## config.mk

```make
export PLATFORM = sky130hd
export DESIGN_NAME = rv_mem_arb_flat
export DESIGN_NICKNAME = d
export VERILOG_FILES = /design/src/rtl/rv_mem_arb_if.sv /design/src/rtl/rv_mem_arb.sv /design/src/flat_wrapper.sv
export SDC_FILE = /design/constraint.sdc
export NUM_CORES = 1
export LEC_CHECK = 0
export CORE_MARGIN = 2
export CORE_UTILIZATION = 45
export DETAILED_ROUTE_END_ITERATION = 10
export GPL_ROUTABILITY_DRIVEN = 0
export PLACE_DENSITY = 0.89
export SLEW_MARGIN = 0
export SYNTH_ARGS = -nofsm -noshare
export SYNTH_HDL_FRONTEND = slang
export SYNTH_SLANG_ARGS = --single-unit
```

## constraint.sdc

```tcl
create_clock -name clk -period 7.3 [get_ports clk]
set_input_delay 0.73 -clock clk [delete_from_list [all_inputs] [get_ports clk]]
set_output_delay 0.73 -clock clk [all_outputs]
set_load 0.02 [all_outputs]
```

## src/rtl/rv_mem_arb_if.sv

```systemverilog
// Bus bundle between the two requesters (core, DMA/loader), the arbiter and
// the single-port unified memory.
// Handshake: a requester raises *_req together with *_we/*_addr/*_wdata and
// holds all of them stable until it sees a one-cycle *_ready pulse, at which
// point *_rdata is valid (reads) and stays held until the next completed read.
// mem_en is a single-cycle strobe per access; mem_rdata is valid MEM_LAT
// cycles after it.
interface rv_mem_arb_if #(
  parameter int DATA_W = 32,
  parameter int ADDR_W = 32
);
  logic              core_req;
  logic              core_we;
  logic [ADDR_W-1:0] core_addr;
  logic [DATA_W-1:0] core_wdata;
  logic [DATA_W-1:0] core_rdata;
  logic              core_ready;

  logic              dma_req;
  logic              dma_we;
  logic [ADDR_W-1:0] dma_addr;
  logic [DATA_W-1:0] dma_wdata;
  logic [DATA_W-1:0] dma_rdata;
  logic              dma_ready;

  logic              mem_en;
  logic              mem_we;
  logic [ADDR_W-1:0] mem_addr;
  logic [DATA_W-1:0] mem_wdata;
  logic [DATA_W-1:0] mem_rdata;

  // Requesters and memory side (environment).
  modport master (
    output core_req, core_we, core_addr, core_wdata,
    input  core_rdata, core_ready,
    output dma_req, dma_we, dma_addr, dma_wdata,
    input  dma_rdata, dma_ready,
    input  mem_en, mem_we, mem_addr, mem_wdata,
    output mem_rdata
  );

  // Arbiter side.
  modport slave (
    input  core_req, core_we, core_addr, core_wdata,
    output core_rdata, core_ready,
    input  dma_req, dma_we, dma_addr, dma_wdata,
    output dma_rdata, dma_ready,
    output mem_en, mem_we, mem_addr, mem_wdata,
    input  mem_rdata
  );
endinterface

```

## src/rtl/rv_mem_arb.sv

```systemverilog
// rv_mem_arb: shares one single-port memory between the core and a DMA port.
// One access at a time: IDLE (arbitrate) -> ISSUE (mem_en) -> WAIT (latency)
// -> RESP (ready pulse). Core has fixed priority; starve_q counts core grants
// made while DMA was waiting and forces a DMA grant once it hits STARVE_LIM.
module rv_mem_arb #(
  parameter int DATA_W     = 32,
  parameter int ADDR_W     = 32,
  parameter int MEM_LAT    = 1,
  parameter int STARVE_LIM = 4
) (
  input  logic        clk,
  input  logic        rst,
  rv_mem_arb_if.slave bus,
  output logic [1:0]  dbg_state
);
  typedef enum logic [1:0] {
    IDLE  = 2'd0,
    ISSUE = 2'd1,
    WAIT  = 2'd2,
    RESP  = 2'd3
  } state_e;

  localparam logic [3:0] LAT_LOAD   = 4'(MEM_LAT - 1);
  localparam logic [3:0] STARVE_MAX = 4'(STARVE_LIM);

  state_e            state_q, state_d;
  logic              owner_q, owner_d;      // 0 = core, 1 = dma
  logic [3:0]        starve_q, starve_d;
  logic [3:0]        lat_q, lat_d;
  logic              we_q, we_d;
  logic [ADDR_W-1:0] addr_q, addr_d;
  logic [DATA_W-1:0] wdata_q, wdata_d;
  logic [DATA_W-1:0] core_rdata_q, core_rdata_d;
  logic [DATA_W-1:0] dma_rdata_q, dma_rdata_d;
  logic              mem_en_q, mem_en_d;
  logic              core_ready_q, core_ready_d;
  logic              dma_ready_q, dma_ready_d;
  logic              grant_dma;

  // Next-state, arbitration and access sequencing.
  always_comb begin
    state_d      = state_q;
    owner_d      = owner_q;
    starve_d     = starve_q;
    lat_d        = lat_q;
    we_d         = we_q;
    addr_d       = addr_q;
    wdata_d      = wdata_q;
    core_rdata_d = core_rdata_q;
    dma_rdata_d  = dma_rdata_q;
    mem_en_d     = 1'b0;
    core_ready_d = 1'b0;
    dma_ready_d  = 1'b0;
    grant_dma    = 1'b0;

    case (state_q)
      IDLE: begin
        if (bus.core_req || bus.dma_req) begin
          // DMA wins when alone, or when core has starved it long enough.
          grant_dma = bus.dma_req && (!bus.core_req || starve_q == STARVE_MAX);
          owner_d   = grant_dma;
          we_d      = grant_dma ? bus.dma_we    : bus.core_we;
          addr_d    = grant_dma ? bus.dma_addr  : bus.core_addr;
          wdata_d   = grant_dma ? bus.dma_wdata : bus.core_wdata;
          if (!grant_dma && bus.dma_req) begin
            starve_d = (starve_q == STARVE_MAX) ? STARVE_MAX : starve_q + 4'd1;
          end else begin
            starve_d = 4'd0;
          end
          mem_en_d = 1'b1;
          state_d  = ISSUE;
        end
      end
      ISSUE: begin
        lat_d   = LAT_LOAD;
        state_d = WAIT;
      end
      WAIT: begin
        if (lat_q == 4'd0) begin
          if (!we_q) begin
            if (owner_q) dma_rdata_d  = bus.mem_rdata;
            else         core_rdata_d = bus.mem_rdata;
          end
          core_ready_d = !owner_q;
          dma_ready_d  = owner_q;
          state_d      = RESP;
        end else begin
          lat_d = lat_q - 4'd1;
        end
      end
      RESP: begin
        state_d = IDLE;
      end
      default: begin
        state_d = IDLE;
      end
    endcase
  end

  // State and datapath registers; reset aborts any access in flight.
  always_ff @(posedge clk or posedge rst) begin
    if (rst) begin
      state_q      <= IDLE;
      owner_q      <= 1'b0;
      starve_q     <= 4'd0;
      lat_q        <= 4'd0;
      we_q         <= 1'b0;
      addr_q       <= '0;
      wdata_q      <= '0;
      core_rdata_q <= '0;
      dma_rdata_q  <= '0;
      mem_en_q     <= 1'b0;
      core_ready_q <= 1'b0;
      dma_ready_q  <= 1'b0;
    end else begin
      state_q      <= state_d;
      owner_q      <= owner_d;
      starve_q     <= starve_d;
      lat_q        <= lat_d;
      we_q         <= we_d;
      addr_q       <= addr_d;
      wdata_q      <= wdata_d;
      core_rdata_q <= core_rdata_d;
      dma_rdata_q  <= dma_rdata_d;
      mem_en_q     <= mem_en_d;
      core_ready_q <= core_ready_d;
      dma_ready_q  <= dma_ready_d;
    end
  end

  assign bus.mem_en     = mem_en_q;
  assign bus.mem_we     = we_q;
  assign bus.mem_addr   = addr_q;
  assign bus.mem_wdata  = wdata_q;
  assign bus.core_rdata = core_rdata_q;
  assign bus.core_ready = core_ready_q;
  assign bus.dma_rdata  = dma_rdata_q;
  assign bus.dma_ready  = dma_ready_q;
  assign dbg_state      = state_q;
endmodule
```

## src/flat_wrapper.sv

```systemverilog
// flat-port wrapper written by rule: the top's interface ports become plain ports
module rv_mem_arb_flat 
#(
  parameter int DATA_W     = 32,
  parameter int ADDR_W     = 32,
  parameter int MEM_LAT    = 1,
  parameter int STARVE_LIM = 4
)
  (clk, rst, dbg_state, bus_core_req, bus_core_we, bus_core_addr, bus_core_wdata, bus_core_rdata, bus_core_ready, bus_dma_req, bus_dma_we, bus_dma_addr, bus_dma_wdata, bus_dma_rdata, bus_dma_ready, bus_mem_en, bus_mem_we, bus_mem_addr, bus_mem_wdata, bus_mem_rdata);
  rv_mem_arb_if #(.DATA_W(DATA_W), .ADDR_W(ADDR_W)) bus_i ();
  input  logic clk;
  input  logic rst;
  output logic [1:0] dbg_state;
  input wire logic [$bits(bus_i.core_req)-1:0] bus_core_req;
  input wire logic [$bits(bus_i.core_we)-1:0] bus_core_we;
  input wire logic [$bits(bus_i.core_addr)-1:0] bus_core_addr;
  input wire logic [$bits(bus_i.core_wdata)-1:0] bus_core_wdata;
  output wire logic [$bits(bus_i.core_rdata)-1:0] bus_core_rdata;
  output wire logic [$bits(bus_i.core_ready)-1:0] bus_core_ready;
  input wire logic [$bits(bus_i.dma_req)-1:0] bus_dma_req;
  input wire logic [$bits(bus_i.dma_we)-1:0] bus_dma_we;
  input wire logic [$bits(bus_i.dma_addr)-1:0] bus_dma_addr;
  input wire logic [$bits(bus_i.dma_wdata)-1:0] bus_dma_wdata;
  output wire logic [$bits(bus_i.dma_rdata)-1:0] bus_dma_rdata;
  output wire logic [$bits(bus_i.dma_ready)-1:0] bus_dma_ready;
  output wire logic [$bits(bus_i.mem_en)-1:0] bus_mem_en;
  output wire logic [$bits(bus_i.mem_we)-1:0] bus_mem_we;
  output wire logic [$bits(bus_i.mem_addr)-1:0] bus_mem_addr;
  output wire logic [$bits(bus_i.mem_wdata)-1:0] bus_mem_wdata;
  input wire logic [$bits(bus_i.mem_rdata)-1:0] bus_mem_rdata;
  assign bus_i.core_req = bus_core_req;
  assign bus_i.core_we = bus_core_we;
  assign bus_i.core_addr = bus_core_addr;
  assign bus_i.core_wdata = bus_core_wdata;
  assign bus_core_rdata = bus_i.core_rdata;
  assign bus_core_ready = bus_i.core_ready;
  assign bus_i.dma_req = bus_dma_req;
  assign bus_i.dma_we = bus_dma_we;
  assign bus_i.dma_addr = bus_dma_addr;
  assign bus_i.dma_wdata = bus_dma_wdata;
  assign bus_dma_rdata = bus_i.dma_rdata;
  assign bus_dma_ready = bus_i.dma_ready;
  assign bus_mem_en = bus_i.mem_en;
  assign bus_mem_we = bus_i.mem_we;
  assign bus_mem_addr = bus_i.mem_addr;
  assign bus_mem_wdata = bus_i.mem_wdata;
  assign bus_i.mem_rdata = bus_mem_rdata;
  rv_mem_arb #(.DATA_W(DATA_W), .ADDR_W(ADDR_W), .MEM_LAT(MEM_LAT), .STARVE_LIM(STARVE_LIM)) u_core (.clk(clk), .rst(rst), .bus(bus_i), .dbg_state(dbg_state));
endmodule
```

==> flow_metrics.env <==
export IMPL_nets=1029
export IMPL_dr_wl_met3_um=2110
export IMPL_clk_path_buf_depth=2
export IMPL_cp_start_kind="input pin"
export IMPL_remaining_drc_errors=0
export IMPL_ctsResizeCount=0
export IMPL_synth_edf_count=0
export IMPL_start_util_pct=46.4
export IMPL_min_path_type="register to register"
export IMPL_row_count=43
export IMPL_overflow=0
export IMPL_drv_cap=0
export IMPL_core_mm2=0.0140
export IMPL_synthDistinctLibCells=38
export IMPL_cp_cell_sequence="buf_2 -> buf_4 -> o21ai_4 -> inv_2 -> buf_4 -> nand2_1 -> o211ai_1"
export IMPL_insertedDiodeCount=0
export IMPL_critPathRequiredTime_ns=7.63
export IMPL_detail_route_first_pass_iterations=4
export IMPL_fp_dieArea_mm2=0.0154
export IMPL_max_freq_mhz=403
export IMPL_drive_gt1_share_pct=13.3
export IMPL_cp_top_family="buffers and inverters"
export IMPL_route_met2_wl_um=9700
export IMPL_p_per_area_mw_per_mm2=449
export IMPL_ios=300
export IMPL_cp_num_buf_inv=4
export IMPL_portBuffers=299
export IMPL_drv_slew=0
export IMPL_leakage_nw=4.21
export IMPL_fin_crit_sh_pct=34.0
export IMPL_grt_pass1_wl_um=29700
export IMPL_timing_final_setup_violations=0
export IMPL_worst_path_max_delay_cell="buf_4"
export IMPL_cts_buffers=17
export IMPL_cts_sinks=143
export IMPL_die_y_um=124
export IMPL_clock_root_buffer="clkbuf_16"
export IMPL_synth_seq_cells=143
export IMPL_drt_initial_drc_count=302
export IMPL_fin_tns_setup_ns=0
export IMPL_syn_area_per_cell_um2=11.2
export IMPL_dp_hpwl_um=13300
export IMPL_crit_arrival_ns=2.81
export IMPL_instances_no_fill=1049
export IMPL_clock_skew_ns=0.0127
export IMPL_cpPeakStageDelay_ns=0.61
export IMPL_critPathCaptureType="register"
export IMPL_wl_per_cell_um=18.6
export IMPL_rsz0062_at_grt="false"
export IMPL_hold_violations=0
export IMPL_crit_path_max_fanout=71
export IMPL_yosysWarnings=0
export IMPL_clk_pin_slew_ns=0.06
export IMPL_cts_setup_buffers=0
export IMPL_critPathMostFrequentCell="buf_4"
export IMPL_viasPerCell=5.44
export IMPL_fin_crit_ns=2.48
export IMPL_track_usage_pct=25.3
export IMPL_netlist_area_mm2=0.00649
export IMPL_cts_tree="done"
export IMPL_yosysSeqAreaShare_pct=55.1
export IMPL_synth_ff_type="dfrtp_1"
export IMPL_grt_max_degree=97
export IMPL_worstMarginPinSlew_ns=0.865
export IMPL_drtAntennaViolNets=0
export IMPL_top_layer="met4"
export IMPL_hold_buffers=0
export IMPL_antenna_found_initial=0
export IMPL_peakVddDrop_mv=0.275
export IMPL_htree_levels=4
export IMPL_die_w_um=124
export IMPL_syn_inst=580
export IMPL_first_global_vias=5766
export IMPL_wl_met1_um=7160
export IMPL_dp_cells=1017
export IMPL_clk_latency_ns=0.42
export IMPL_path_class="input pin to register"
export IMPL_status="complete, no violations"
export IMPL_relSlewSlack_pct=42.4
export IMPL_area_delta_synth_final_pct=56.1
export IMPL_synthesis_nets=753
export IMPL_fin_util_pct=72.5
export IMPL_routed_wl_um=19500
export IMPL_ys_async_sr_fraction_pct=100
export IMPL_vias=5705
-- synth_stat cells (2+ instances only) --
master	count	share of area, %
buf_2	14	1.1
nand4b_1	2	0.27
nand4_1	65	6.3
mux2_2	35	6.1
a21oi_1	3	0.23
buf_1	3	0.17
clkbuf_1	27	1.6
inv_1	8	0.46
nand2_1	135	7.8
mux2i_1	2	0.31
nand3_1	2	0.15
nor2_1	4	0.23
o211ai_1	66	7.6
o21ai_0	8	0.62
dfrtp_1	143	55
buf_6	6	1.0
ha_1	7	1.3
mux2_4	30	6.9
-- flip-flops by register name (all words and copies together), names as in the netlist, 2 cells and up --
signal                 count
u_core.bus.core_rdata     32
u_core.bus.mem_addr       32
u_core.starve_q            4
u_core.lat_q               4
u_core.bus.mem_wdata      32
u_core.dbg_state           2
u_core.bus.dma_rdata      32
-- where the power goes --
part	internal (mW)	switching, mW	total (mW)
clock network	0.545	0.333	0.878
logic	1.13	1.15	2.28
registers	1.17	0.218	1.39
total	2.84	1.71	4.55
-- final cells by class --
cell class | instances | area [µm²]
flip-flops and latches | 143 | 3580
clock buffers | 18 | 439
well taps | 180 | 225
inverters | 9 | 38.8
clock inverters | 14 | 164
repair buffers | 308 | 3060
multi-input cells | 377 | 2630
fillers | 976 | 3850
-- routing by layer --
layer	track usage [%]	vias up
met2	43.0	298
met1	28.4	2737
met3	9.80	34
li1	-	2636
met5	0	-
met4	10.5	0
-- layout by cell type (no fill, tap or decap), types with 2 or more instances in the layout --
cell,synthesis,layout
mux2_2,35,35
nand4_1,65,65
mux2_4,30,30
inv_1,8,7
clkdlybuf4s50_1,0,298
inv_6,0,3
nand2_1,135,135
clkinv_2,0,5
nand4b_1,2,2
nand3_1,2,2
dfrtp_1,143,143
a21oi_1,3,3
bufinv_16,0,3
o21ai_0,8,8
buf_4,1,9
mux2i_1,2,2
clkbuf_16,0,17
ha_1,7,6
clkinvlp_4,0,3
o211ai_1,66,66
nor2_1,4,4
-- through the flow --
| stage | worst slack, ns | hold WS (ns) | cell area, µm² | total power, mW |
|---|---|---|---|---|
| 2_1_floorplan | 2.73 | 0.474 | 6490 | 2.64 |
| 3_3_place_gp | 4.53 | 0.486 | 9530 | 3.61 |
| 3_5_place_dp | 4.46 | 0.492 | 9530 | 3.68 |
| 4_1_cts | 4.91 | 0.507 | 10100 | 4.58 |
| 5_1_grt | 4.72 | 0.518 | 10100 | 4.80 |
| 6_report | 4.82 | 0.505 | 10100 | 4.55 |
-- path summary, 6_finish.rpt --
path                                     startpoint                         to  slack, ns  depth (start not counted)
min                        u_core.bus.mem_wdata[27]   u_core.bus.mem_wdata[27]       0.51                          2
min reg2reg                u_core.bus.mem_wdata[27]   u_core.bus.mem_wdata[27]       0.51                          2
max reg2reg                     u_core.dbg_state[0]   u_core.bus.dma_rdata[27]       4.91                          5
max                                    bus_core_req   u_core.bus.mem_wdata[22]       4.82                          7
max in group asynchronous                       rst  u_core.bus.core_rdata[15]       5.28                          3
min in group asynchronous                       rst   u_core.bus.core_rdata[7]       0.89                          2
-- worst register-to-register path: cells and delay by family, from the launching register on --
kind	cells	cell delay (ns)
adders and majority gates	1	0.35
buffers and inverters	1	0.12
DFF	1	0.41
muxes	1	0.53
and+or+nand+nor	2	0.86
-- kinds of logic (layout without fill, tap and decap cells) --
logic type	after synthesis	count (layout)	synth area share, %
AND/OR/NAND/NOR	221	221	16.6
flip-flops	143	143	55.1
AO/OA/AOI/OAI	81	81	9.02
multiplexers	67	67	13.3
buffers and inverters	60	349	4.49
adder cells (fa/ha/maj)	7	7	1.35
XOR/XNOR	1	1	0.135
Power figures use the tool's default switching activity.
==> RTL change 1: new RTL, same flow settings <==
Take the reset off `addr_q` and load it in a clocked block of its own.
--- a/src/rtl/rv_mem_arb.sv
+++ b/src/rtl/rv_mem_arb.sv
@@ -105,7 +105,6 @@
       starve_q     <= 4'd0;
       lat_q        <= 4'd0;
       we_q         <= 1'b0;
-      addr_q       <= '0;
       wdata_q      <= '0;
       core_rdata_q <= '0;
       dma_rdata_q  <= '0;
@@ -118,7 +117,6 @@
       starve_q     <= starve_d;
       lat_q        <= lat_d;
       we_q         <= we_d;
-      addr_q       <= addr_d;
       wdata_q      <= wdata_d;
       core_rdata_q <= core_rdata_d;
       dma_rdata_q  <= dma_rdata_d;
@@ -126,6 +124,10 @@
       core_ready_q <= core_ready_d;
       dma_ready_q  <= dma_ready_d;
     end
+  end
+
+  always_ff @(posedge clk) begin
+    addr_q <= addr_d;
   end
 
   assign bus.mem_en     = mem_en_q;
Function: changed (Yosys sat finds a counterexample within 4 cycles, from zero or initial values and one cycle with rst high).
==> RTL change 1 against the unedited design <==
- cell count shrank 9.4%
- critical path depth stayed put
- sequential cell count stayed put
- synthesized area down 3.7%
- die area decreased by 3.6%
- register-to-register slack lost 0.44 ns
- routed wire length up 0.25%
- power fell by 5.3%
- count of clock-buffer cells in the layout grew 4
- non-clock buffer count shrank 2
- final area shrank 1.4%
- setup slack lost 0.47 ns
- largest cell class unchanged
==> RTL change 1: results (changes against the unedited design) <==
stage,metric,value,unit,change
detailed_routing,wire per inst,20.6,um,+11%
detailed_routing,drt pass-1 iters,7,,+3
timing,Max Clock Skew,0.00586,ns,-0.00687 ns
synth,syn nets,638,,-15%
grt,initial antenna violation count,1,,+1
layout,nets,930,,-9.6%
grt,largest net degree at the start of global routing,60,,-38%
grt,first-pass GRT wire length,29.7,mm,+0.21%
synth,"top cells by area, synth","dfrtp_1 (44%), edfxtp_1 (15%), mux2_2 (12%), mux2_4 (7.2%), nand2_1 (4.4%)",,
synth,Yosys cell types,37,,-2.6%
grt,GR met2 Demand/Resource,0.453,,+0.0225
synth,"FFs w/ async S/R, synth",0.776,,-0.224
layout,fraction of layout cells with a size suffix above 1,0.184,,+0.0509
pwr,leakage,4.08,nW,-3.1%
worst_setup_path,max incr delay on CP,0.83,ns,+0.22 ns
synth,xor-xnor portion of the synthesized cell area,0.00140,,+0.0000521
outcome,run status,completed,,
grt,GRT Total Usage,0.269,,+0.0158
worst_setup_path,CP max FO,59,,-17%
worst_setup_path,CP max stage cell,o21ai_4,,
timing,slew margin rel.,0.300,,-0.123
grt,met3 GRT Util,0.104,,+0.00595
worst_setup_path,Worst EP arrival,3.22,ns,+0.41 ns
placed_design,DPL Wire Length,13.9,mm,+4.0%
synth,adder-cell share of the synthesized area,0.0140,,+0.000521
[RTL change 1: area by class of cell]
cell class | count | area [um2]
Clock buffer | 22 | 507
Clock inverter | 10 | 145
Fill cell | 894 | 3730
Inverter | 9 | 36.3
Multi-Input combinational cell | 280 | 2290
Sequential cell | 143 | 3740
Tap cell | 180 | 225
Timing Repair Buffer | 306 | 3050
[RTL change 1: logic make-up after synthesis]
kind of cell             after synthesis
AO/OA/AOI/OAI                         47
flip-flops                           143
AND/OR/NAND/NOR                      125
XOR/XNOR                               1
adder cells (fa/ha/maj)                7
buffers and inverters                 42
multiplexers                         100
[RTL change 1: final timing paths]
kind	slack, ns	end	cells after the start	startpoint
max in group asynchronous	5.38	u_core.bus.dma_rdata[0]	3	rst
worst max-delay path	4.35	u_core.bus.mem_wdata[12]	7	bus_core_req
worst min-delay path	0.49	u_core.bus.core_ready	1	u_core.owner_q
min in group asynchronous	0.76	u_core.bus.mem_en	2	rst
worst max register to register	4.47	u_core.bus.mem_wdata[12]	8	u_core.dbg_state[0]
worst min register to register	0.49	u_core.bus.core_ready	1	u_core.owner_q
[RTL change 1: per-stage QoR]
stage,util,setup WS [ns],hold WS [ns],cell area [um2],instances
after global routing,0.728,4.17,0.522,9990,950
after global placement,0.681,4.08,0.479,9340,918
after CTS,0.728,4.37,0.498,9990,950
final,0.728,4.35,0.495,9990,950
after floorplan,-,3.64,0.451,6250,465
after detailed placement,0.681,3.98,0.490,9340,918
[RTL change 1: metal layers]
metal / vias to the layer above / share of wire
met3: 56 / 0.10
met2: 305 / 0.51
met1: 2473 / 0.35
met4: 2 / 0.042
met5: - / 0.00067
li1: 2272 / -
[RTL change 1: power breakdown]
group | switching (mW) | internal, mW
logic | 0.981 | 1.01
clock network | 0.346 | 0.600
registers | 0.196 | 1.18
==> RTL change 2: new RTL, same flow settings <==
Made on the original files. `ADDR_W` is set to 32 in 3 places; all go to 36.
--- a/src/rtl/rv_mem_arb_if.sv
+++ b/src/rtl/rv_mem_arb_if.sv
@@ -7,7 +7,7 @@
 // cycles after it.
 interface rv_mem_arb_if #(
   parameter int DATA_W = 32,
-  parameter int ADDR_W = 32
+  parameter int ADDR_W = 36
 );
   logic              core_req;
   logic              core_we;
--- a/src/rtl/rv_mem_arb.sv
+++ b/src/rtl/rv_mem_arb.sv
@@ -4,7 +4,7 @@
 // made while DMA was waiting and forces a DMA grant once it hits STARVE_LIM.
 module rv_mem_arb #(
   parameter int DATA_W     = 32,
-  parameter int ADDR_W     = 32,
+  parameter int ADDR_W     = 36,
   parameter int MEM_LAT    = 1,
   parameter int STARVE_LIM = 4
 ) (
--- a/src/flat_wrapper.sv
+++ b/src/flat_wrapper.sv
@@ -2,7 +2,7 @@
 module rv_mem_arb_flat 
 #(
   parameter int DATA_W     = 32,
-  parameter int ADDR_W     = 32,
+  parameter int ADDR_W     = 36,
   parameter int MEM_LAT    = 1,
   parameter int STARVE_LIM = 4
 )
Ports: changed (resized bus_core_addr, bus_dma_addr and bus_mem_addr); port bits go from 300 to 312. No check against the original RTL was run, so the function may have changed too.
==> RTL change 2 against the unedited design <==
- routed wire length rose by 10%
- synthesized area increased by 2.7%
- final area increased by 3.2%
- synthesized cell count is 4.0% higher
- sequential cell count increased by 4
- setup slack got worse by 0.14 ns
- die area increased by 2.6%
- power up 4.3%
- critical path type unchanged
- critical endpoint is now u_core.bus.mem_wdata[14]
- largest power group unchanged
==> RTL change 2: results (changes against the unedited design) <==
stage,metric,value,unit,change
pwr,Sw Share,0.378,,+0.00320
synth,Post-synth top cells,"dfrtp_1 (147), nand2_1 (143), o211ai_1 (70)",,
grt,vias in the first global route,6205,,+7.6%
placed_design,# placed instances,1052,,+3.4%
placed_design,port bufs,311,,+4.0%
detailed_routing,met3 WL,1.69,mm,-20%
synth,"top cells by area, synth","dfrtp_1 (55%), nand2_1 (8.1%), o211ai_1 (7.9%), mux2_4 (6.8%), nand4_1 (6.5%)",,
synth,Yosys cell types,36,,-5.3%
worst_setup_path,Reg2Reg Setup Slack,4.78,ns,-0.13 ns
grt,GR met2 Demand/Resource,0.468,,+0.0377
worst_hold_path,hold path startpoint,u_core.bus.dma_rdata[30],,
grt,met3 GRT Util,0.0769,,-0.0211
timing,Max Clock Skew,0.00942,ns,-0.00331 ns
synth,compound-cell area share of the yosys netlist,0.0918,,+0.00159
synth,YS warnings,0,,unchanged
pwr,seq pwr,1.43,mW,+3%
detailed_routing,drt total wl,21.5,mm,+10%
pwr,leakage,4.31,nW,+2.4%
grt,GR Layer Usage met1,0.331,,+0.0471
synth,syn nets,784,,+4.1%
synth,sequential cell area fraction in the yosys report,0.552,,+0.000639
worst_setup_path,max incr delay on CP,0.66,ns,+0.05 ns
worst_hold_path,HP Class,register to register,,
pwr,combinational group power,2.37,mW,+4%
detailed_routing,wire per inst,19.8,um,+6.4%
synth,adder-cell share of the synthesized area,0.0131,,-0.000352
worst_setup_path,CP max FO,75,,+5.6%
outcome,run status,completed,,
timing,slew margin rel.,0.305,,-0.119
grt,GRT Total Usage,0.275,,+0.0219
worst_setup_path,Worst EP arrival,2.95,ns,+0.14 ns
detailed_routing,mean number of vias per cell,5.51,,+1.3%
synth,multiplexer share of the synthesized area,0.130,,-0.00347
synth,Syn Inst Count,603,,+4.0%
detailed_routing,met2 WL post-DR,10.9,mm,+12%
detailed_routing,Metal-1 WL,8.17,mm,+14%
synth,"FFs w/ async S/R, synth",1.00,,unchanged
cts,Clock Latency Late Sink,0.42,ns,about the same
worst_hold_path,Worst Hold Endpoint,u_core.bus.dma_rdata[30],,
grt,largest net degree at the start of global routing,90,,-7.2%
layout,fillers,995,,+1.9%
## RTL change 2: changes by cell type in the layout (fill, tap and decap cells not counted), sizes merged, moves of 2 or more
cell,unedited run,this run
clkdlybuf4s50,298,310
clkinv,6,4
dfrtp,143,147
nand2,135,143
nand4,65,69
o211ai,66,70
## RTL change 2: stage by stage
| step | hold WS [ns] | util | worst slack [ns] | instance area, um2 |
|---|---|---|---|---|
| detailed placement | 0.481 | 0.678 | 4.28 | 9810 |
| global placement | 0.475 | 0.678 | 4.32 | 9810 |
| finish | 0.495 | 0.722 | 4.68 | 10500 |
| CTS | 0.500 | 0.722 | 4.72 | 10500 |
| global route | 0.528 | 0.722 | 4.56 | 10500 |
| floorplan | 0.451 | - | 2.62 | 6670 |
## RTL change 2: final cells by class
type                            instances  area share
Multi-Input combinational cell        393       0.258
Sequential cell                       147       0.352
Timing Repair Buffer                  319       0.303
Clock buffer                           18      0.0420
Inverter                                9     0.00371
Clock inverter                         14      0.0194
Antenna cell                            1    0.000239
Tap cell                              184      0.0220
## RTL change 2: worst max path at each step
| stage | start | to | slack [ns] | cells after the start |
|---|---|---|---|---|
| 2_1_floorplan | rst | u_core.bus.core_rdata[0] | 2.62 | 1 |
| 3_3_place_gp | bus_core_req | u_core.bus.mem_wdata[15] | 4.32 | 5 |
| 3_5_place_dp | bus_core_req | u_core.bus.mem_wdata[3] | 4.28 | 7 |
| 4_1_cts | bus_core_req | u_core.bus.mem_wdata[14] | 4.72 | 7 |
| 5_1_grt | bus_core_req | u_core.bus.mem_wdata[14] | 4.56 | 7 |
| 6_report | bus_core_req | u_core.bus.mem_wdata[14] | 4.68 | 7 |
## RTL change 2: worst reg2reg max path: stages (launching register included)
cell       delay, ns
dfrtp_1         0.41
inv_1           0.11
ha_1            0.36
nand4bb_1       0.15
or3_2           0.87
mux2_4          0.49
